==> src/rtl/alu_request_arbiter_pkg.sv <==
// rtl/alu_request_arbiter_pkg.sv - shared widths and FSM encodings for the ALU request arbiter
package alu_request_arbiter_pkg;

    localparam int ALU_WIDTH = 4;
    localparam int S_WIDTH   = 4;
    localparam int CNT_WIDTH = 4;

    typedef enum logic [1:0] {
        IDLE = 2'd0,
        EXEC = 2'd1,
        RESP = 2'd2
    } arb_state_t;

endpackage

==> src/rtl/alu_rr_grant2.sv <==
// rtl/alu_rr_grant2.sv - two-way round-robin grant from request valids and priority pointer
module alu_rr_grant2 (
    input  logic [1:0] valid,
    input  logic       ptr,
    output logic [1:0] grant,
    output logic       grant_id
);

    // The pointer only breaks ties; a lone requester always wins.
    always_comb begin
        grant    = 2'b00;
        grant_id = 1'b0;
        unique case (valid)
            2'b01: begin
                grant    = 2'b01;
                grant_id = 1'b0;
            end
            2'b10: begin
                grant    = 2'b10;
                grant_id = 1'b1;
            end
            2'b11: begin
                grant    = ptr ? 2'b10 : 2'b01;
                grant_id = ptr;
            end
            default: begin
                grant    = 2'b00;
                grant_id = 1'b0;
            end
        endcase
    end

endmodule

==> src/rtl/alu_request_arbiter.sv <==
// rtl/alu_request_arbiter.sv - round-robin sharing of one ALU datapath between two requesters
module alu_request_arbiter
    import alu_request_arbiter_pkg::*;
#(
    parameter int WIDTH   = ALU_WIDTH,
    parameter int LATENCY = 1
) (
    input  logic               CLK,
    input  logic               RST,
    input  logic               REQ0_VALID,
    output logic               REQ0_READY,
    input  logic [WIDTH-1:0]   REQ0_A,
    input  logic [WIDTH-1:0]   REQ0_B,
    input  logic [S_WIDTH-1:0] REQ0_S,
    input  logic               REQ1_VALID,
    output logic               REQ1_READY,
    input  logic [WIDTH-1:0]   REQ1_A,
    input  logic [WIDTH-1:0]   REQ1_B,
    input  logic [S_WIDTH-1:0] REQ1_S,
    output logic [WIDTH-1:0]   ALU_A,
    output logic [WIDTH-1:0]   ALU_B,
    output logic [S_WIDTH-1:0] ALU_S,
    input  logic [WIDTH-1:0]   ALU_F,
    input  logic               ALU_C_OUT,
    output logic               RSP_VALID,
    input  logic               RSP_READY,
    output logic               RSP_ID,
    output logic [WIDTH-1:0]   RSP_F,
    output logic               RSP_C
);

    localparam logic [CNT_WIDTH-1:0] LAT_LOAD = CNT_WIDTH'(LATENCY);

    arb_state_t           state_q;
    arb_state_t           state_d;
    logic                 ptr_q;
    logic [1:0]           grant;
    logic                 grant_id;
    logic                 accept;
    logic                 capture;
    logic                 rsp_done;
    logic [CNT_WIDTH-1:0] cnt_q;
    logic [WIDTH-1:0]     a_q;
    logic [WIDTH-1:0]     b_q;
    logic [S_WIDTH-1:0]   s_q;
    logic                 rsp_valid_q;
    logic                 rsp_id_q;
    logic [WIDTH-1:0]     rsp_f_q;
    logic                 rsp_c_q;

    alu_rr_grant2 u_grant (
        .valid    ({REQ1_VALID, REQ0_VALID}),
        .ptr      (ptr_q),
        .grant    (grant),
        .grant_id (grant_id)
    );

    always_ff @(posedge CLK or posedge RST) begin
        if (RST) begin
            state_q <= IDLE;
        end else begin
            state_q <= state_d;
        end
    end

    // Grants are only offered in IDLE, so nothing is accepted while a result is pending.
    always_comb begin
        state_d    = state_q;
        REQ0_READY = 1'b0;
        REQ1_READY = 1'b0;
        accept     = 1'b0;
        capture    = 1'b0;
        rsp_done   = 1'b0;
        unique case (state_q)
            IDLE: begin
                REQ0_READY = grant[0];
                REQ1_READY = grant[1];
                if (|grant) begin
                    accept  = 1'b1;
                    state_d = EXEC;
                end
            end
            EXEC: begin
                if (cnt_q == CNT_WIDTH'(1)) begin
                    capture = 1'b1;
                    state_d = RESP;
                end
            end
            RESP: begin
                if (RSP_READY) begin
                    rsp_done = 1'b1;
                    state_d  = IDLE;
                end
            end
            default: begin
                state_d = IDLE;
            end
        endcase
    end

    // Operand registers hold their value until the next accept so the ALU inputs stay quiet.
    always_ff @(posedge CLK or posedge RST) begin
        if (RST) begin
            ptr_q       <= 1'b0;
            cnt_q       <= '0;
            a_q         <= '0;
            b_q         <= '0;
            s_q         <= '0;
            rsp_valid_q <= 1'b0;
            rsp_id_q    <= 1'b0;
            rsp_f_q     <= '0;
            rsp_c_q     <= 1'b0;
        end else begin
            if (accept) begin
                a_q      <= grant_id ? REQ1_A : REQ0_A;
                b_q      <= grant_id ? REQ1_B : REQ0_B;
                s_q      <= grant_id ? REQ1_S : REQ0_S;
                rsp_id_q <= grant_id;
                cnt_q    <= LAT_LOAD;
                ptr_q    <= ~grant_id;
            end else if (state_q == EXEC) begin
                cnt_q <= cnt_q - 1'b1;
            end

            if (capture) begin
                rsp_f_q     <= ALU_F;
                rsp_c_q     <= ALU_C_OUT;
                rsp_valid_q <= 1'b1;
            end else if (rsp_done) begin
                rsp_valid_q <= 1'b0;
            end
        end
    end

    assign ALU_A     = a_q;
    assign ALU_B     = b_q;
    assign ALU_S     = s_q;
    assign RSP_VALID = rsp_valid_q;
    assign RSP_ID    = rsp_id_q;
    assign RSP_F     = rsp_f_q;
    assign RSP_C     = rsp_c_q;

endmodule

==> config.mk <==
export PLATFORM = sky130hd
export DESIGN_NAME = alu_request_arbiter
export DESIGN_NICKNAME = d
export VERILOG_FILES = /design/src/rtl/alu_request_arbiter_pkg.sv /design/src/rtl/alu_rr_grant2.sv /design/src/rtl/alu_request_arbiter.sv
export SDC_FILE = /design/constraint.sdc
export NUM_CORES = 1
export LEC_CHECK = 0
export CELL_PAD_IN_SITES_DETAIL_PLACEMENT = 0
export CELL_PAD_IN_SITES_GLOBAL_PLACEMENT = 1
export CORE_ASPECT_RATIO = 1.75
export CORE_MARGIN = 2
export CORE_UTILIZATION = 45
export DETAILED_ROUTE_END_ITERATION = 10
export DONT_BUFFER_PORTS = 1
export PLACE_DENSITY = 0.73
export SLEW_MARGIN = 40
export SYNTH_ARGS = -nofsm -noshare
export SYNTH_HDL_FRONTEND = slang
export SYNTH_SLANG_ARGS = --single-unit
==> constraint.sdc <==
create_clock -name CLK -period 2 [get_ports CLK]
set_input_delay 0.4 -clock CLK [delete_from_list [all_inputs] [get_ports CLK]]
set_output_delay 0.4 -clock CLK [all_outputs]
set_load 0.05 [all_outputs]
# Yosys cells after proc, flatten, opt, wreduce, memory -nomap -nowiden
# Cells that the tools add are included.
[totals]
mem_bits_ro = 0
ff_bits = 26
out_inout_bits = 21
latch_bits = 0
n_memories = 0
ram_bits = 0
wordCells = 48
[op_classes]
n_mul = 0
shifts = 0
add_sub_neg = 1
n_div = 0
bitwise_logic = 1
n_reduce_logical = 5
muxes = 22
n_eq_ne = 9
n_lt_le_gt_ge = 0
[op_table]
columns = ["op", "count"]
rows = [
  ["two-way mux 4 bit", 5],
  ["case mux 2 bit (3 select lines)", 2],
  ["two-way mux 1 bit", 10],
  ["two-way mux 2 bit", 4],
  ["== test 2 bit (second input constant)", 3],
  ["inequality test 2 bit (second input constant)", 3],
  ["== test 2 x 1 -> 1 bit (second input constant)", 2],
  ["== test 4 x 1 -> 1 bit (second input constant)", 1],
  ["nonzero test 2 bit", 2],
  ["subtractor 4 x 1 -> 4 bit (second input constant)", 1],
  ["AND reduction 3 bit", 1],
  ["logical NOT 2 bit", 1],
  ["case mux 1 bit (2 select lines)", 1],
  ["OR reduction 2 bit", 1],
  ["inverter 1 bit", 1],
]

# Logic depth before layout (Yosys ltp)
[depth]
ltp_word = 6
depth_mapped = 6
ltp_nobuf = 5

# By module
# From an unflattened synthesis, not the netlist that was laid out.
[unflattened]
cells_unflattened = 111
hier_area_um2 = 1275.0
[modules_own_cells]
columns = ["mod", "area_each_um2", "cells_each", "instances"]
rows = [
  ["alu_request_arbiter", 1248.7, 107, 1],
  ["alu_rr_grant2", 26.3, 4, 1],
]

# Worst setup path before layout
# Ideal clock, no wire load.
[synth_timing]
path_type = "reg2out"
startpoint = "reg state_q[0]"
endpoint = "out REQ1_READY"
arrival_time_ps = 1200
path_buffers = 1
path_stages_with_launch = 5
path_slack_ps = 400
cell_sequence = "dfrtp_1 > nor2_1 > nand3_1 > buf_2 > inv_1"
[synth_between]
elab_chain_cells = 2
[synth_lines]
columns = ["element", "line_no", "rtl"]
rows = [
  ["start, declared", "alu_request_arbiter.sv:34", "arb_state_t state_q;"],
  ["start signal, assigned", "alu_request_arbiter.sv:62", "state_q <= state_d;"],
  ["logical NOT 2 bit", "alu_request_arbiter.sv:74", "unique case (state_q)"],
  ["two-way mux 1 bit", "alu_request_arbiter.sv:74", ""],
  ["end, declared", "alu_request_arbiter.sv:16", "output logic REQ1_READY,"],
]
# No other way between the ends.

# Final worst setup path
[layout_timing]
startpoint = "reg state_q[0]"
endpoint = "out REQ0_READY"
[layout_between]
elab_chain_cells = 2
[layout_lines]
columns = ["element", "line_no", "rtl"]
rows = [
  ["logical NOT 2 bit", "alu_request_arbiter.sv:74", ""],
  ["two-way mux 1 bit", "alu_request_arbiter.sv:74", ""],
  ["end, declared", "alu_request_arbiter.sv:11", "output logic REQ0_READY,"],
]
# No other way between the ends.

==> impl_results.md <==
- Status: completed
- Worst hold slack: ~0.058 ns
- Setup crit start kind: flop
- Final cycle utilization of the critical path: 0.859
- Commonest non-fill, non-tap cell in the layout: inv_1
- Final hold viol count: 0
- Max-slew headroom: 0.635
- Synthesized cell area: approximately 0.0013 mm2
- Leak: between 0.7 and 0.8 nW
- Crit path kind: flop to primary output
- TritonCTS Sinks: 26
- Maximum clock rate: ~580 MHz
- Largest net degree at the start of global routing: 27
- Via density: ~5.6
- Max IR drop VDD: 979 uV
- N_diodes: 0
- Setup Fix Bufs, Post-CTS: 0
- Layout cell share with drive strength beyond 1: 0.143
- Die Y: 73.9 um
- Placed insts: about 150
- Worst-path fanout max: 5
- Htree depth: 1
- Commonest cells after routing, fill and taps aside: 29 x inv_1, 26 x dfrtp_1, 11 x o221ai_1, 8 x o21ai_1, 8 x o21ai_0
- Synth Instances: 121
- Setup Skew: roughly 0.0072 ns
- Global Route Usage Sum: 0.173
- CORE AREA: between 0.002 and 0.003 mm2
- Port Buffer Count: 0
- Power density cells: ~2100 mW/mm2
- Post-route ant nets: 0
- Max Used Layer: met4
- Clock transition at path regs: around 0.090 ns
- YS warnings: 0
- Row count: 25
- FILL cells: approximately 250
- Initial detailed-routing violation count: 32
- Unrepaired setup endpoints after global routing: false
- Cts repair resizes: 0
- Number of global-route vias before repair: 860
- Synth Register Bits: 26
- Setup TNS Final: 0 ns
- Post-synth EDFFs: 0
- CTS tree: built
- Avg WL per Cell: 16.9 um
- Initial antenna violation count: 0
- Largest area contributor in the netlist: dfrtp_1
- Max cap viols: 0
- Worst R2R Start: cnt_q[1]
- Synth area leaders: dfrtp_1 52%, inv_1 8.7%, o221ai_1 7.7%
- Met1 WL: 1030 um
- Hold crit path type: input pin to asynchronous set/reset pin
- Die Area: about 0.0032 mm2
- Number of distinct library cells after synthesis: 27
- # setup viols final: 0
- Critical Path AT: between 1 and 1.5 ns
- Clk_lat worst skew: around 0.27 ns
- # hold bufs at CTS: 0
- DRC viols: 0
- Hpwl dp: around 1900 um
- First-pass detailed-route iteration total: 4
- DIE WIDTH: ~44 um
- Layout area overhead: 9.66%
- Max-slew violations: 0
- Top-area cell type share of the netlist area: 0.518
- Gr ovfl total: 0
- Synthesized area per cell: 10.4 um2
- Detail Route met3 WL: approximately 140 um
- Crit path time final: ~1.7 ns
- NumNets Final: approximately 160
- WL met2: 1400 um
- Crit path launch: state_q[0]
- Final GP Congestion: 0.739
- Starting Density: 0.467
- DP Worst Slack: approximately 0.34 ns
- Final cell count without fillers: 153
- FFs w/ async S/R, synth: 1.00
- I/O pins: 55
- Critical Path End Type: primary output
- Register area share after synthesis: 0.518
- Main synth FF type: dfrtp_1
- Post-Route WL: roughly 2600 um
- Worst path required time: 1.60 ns
- First-pass GRT wire length: approximately 4200 um
- Reg2reg path depth: 5
- CTS Buf Count: 3
- Final setup margin: approximately 0.28 ns
- Vias: ~860
- Clk root buf: clkbuf_8
- Synthesized Nets: ~160
- Slew @ Worst Pin: 0.548 ns
- Clock tree buffer depth: 2
power breakdown:
group | internal (mW) | switching [mW]
combinational | 0.415 | 0.430
sequential | 0.775 | 0.869
clock | 0.268 | 0.166
final cells by class:
class                           instances  area (um2)  share of cell area
Clock buffer                            3        41.3              0.0300
Clock inverter                          1        30.0              0.0218
Inverter                               29         109              0.0790
Multi-Input combinational cell         60         448               0.325
Sequential cell                        26         651               0.472
Tap cell                               27        33.8              0.0245
Timing Repair Buffer                    7        65.1              0.0472
synth_stat cells (all sizes together), types with 2 or more instances:
cell type   n
buf         5
o22ai       2
nor2        4
nand2b      4
ha          2
dfrtp      26
inv        29
nand3       2
o21ai      16
o221ai     11
mux2        5
nand2       3
per-stage QoR:
stage / total power [mW] / cell area [um2] / utilization
2_1_floorplan: 2.35 / 1260 / -
3_3_place_gp: 2.46 / 1310 / 0.486
3_5_place_dp: 2.52 / 1310 / 0.486
4_1_cts: 2.95 / 1380 / 0.512
5_1_grt: 3.09 / 1380 / 0.512
6_report: 2.92 / 1380 / 0.512
worst max-delay path, cell delays in order, from the launching register on:
cell	delay, ns
dfrtp_1	0.45
nor2_1	0.18
nand3_1	0.12
inv_1	0.15
buf_12	0.15
state kept, by name, summed over array words and instances (netlist names):
register / flops
ALU_A: 4
ALU_B: 4
ALU_S: 4
RSP_C: 1
RSP_F: 4
RSP_ID: 1
RSP_VALID: 1
cnt_q: 4
ptr_q: 1
state_q: 2
layer usage:
metal,up-vias,global-route usage
li1,413,-
met1,418,0.225
met2,29,0.278
met3,2,0.0418
met4,0,0.0606
met5,-,0
final timing paths:
check                      slack (ns)          to
setup / recovery                 0.28  REQ0_READY
hold / removal                   0.06    cnt_q[2]
setup reg to reg                 0.36    RSP_F[2]
hold reg to reg                  0.48    cnt_q[3]
max in group asynchronous        1.69    ALU_A[2]
min in group CLK                 0.22  state_q[1]
cells by family after synthesis:
| family | synth area share |
|---|---|
| xor+xnor | 0.0139 |
| mux | 0.0677 |
| compound gates | 0.178 |
| fa+ha+maj | 0.0199 |
| flops | 0.518 |
| simple gates | 0.0767 |
| buf+inv | 0.125 |
Note: power is estimated with default switching activity, not from simulation.
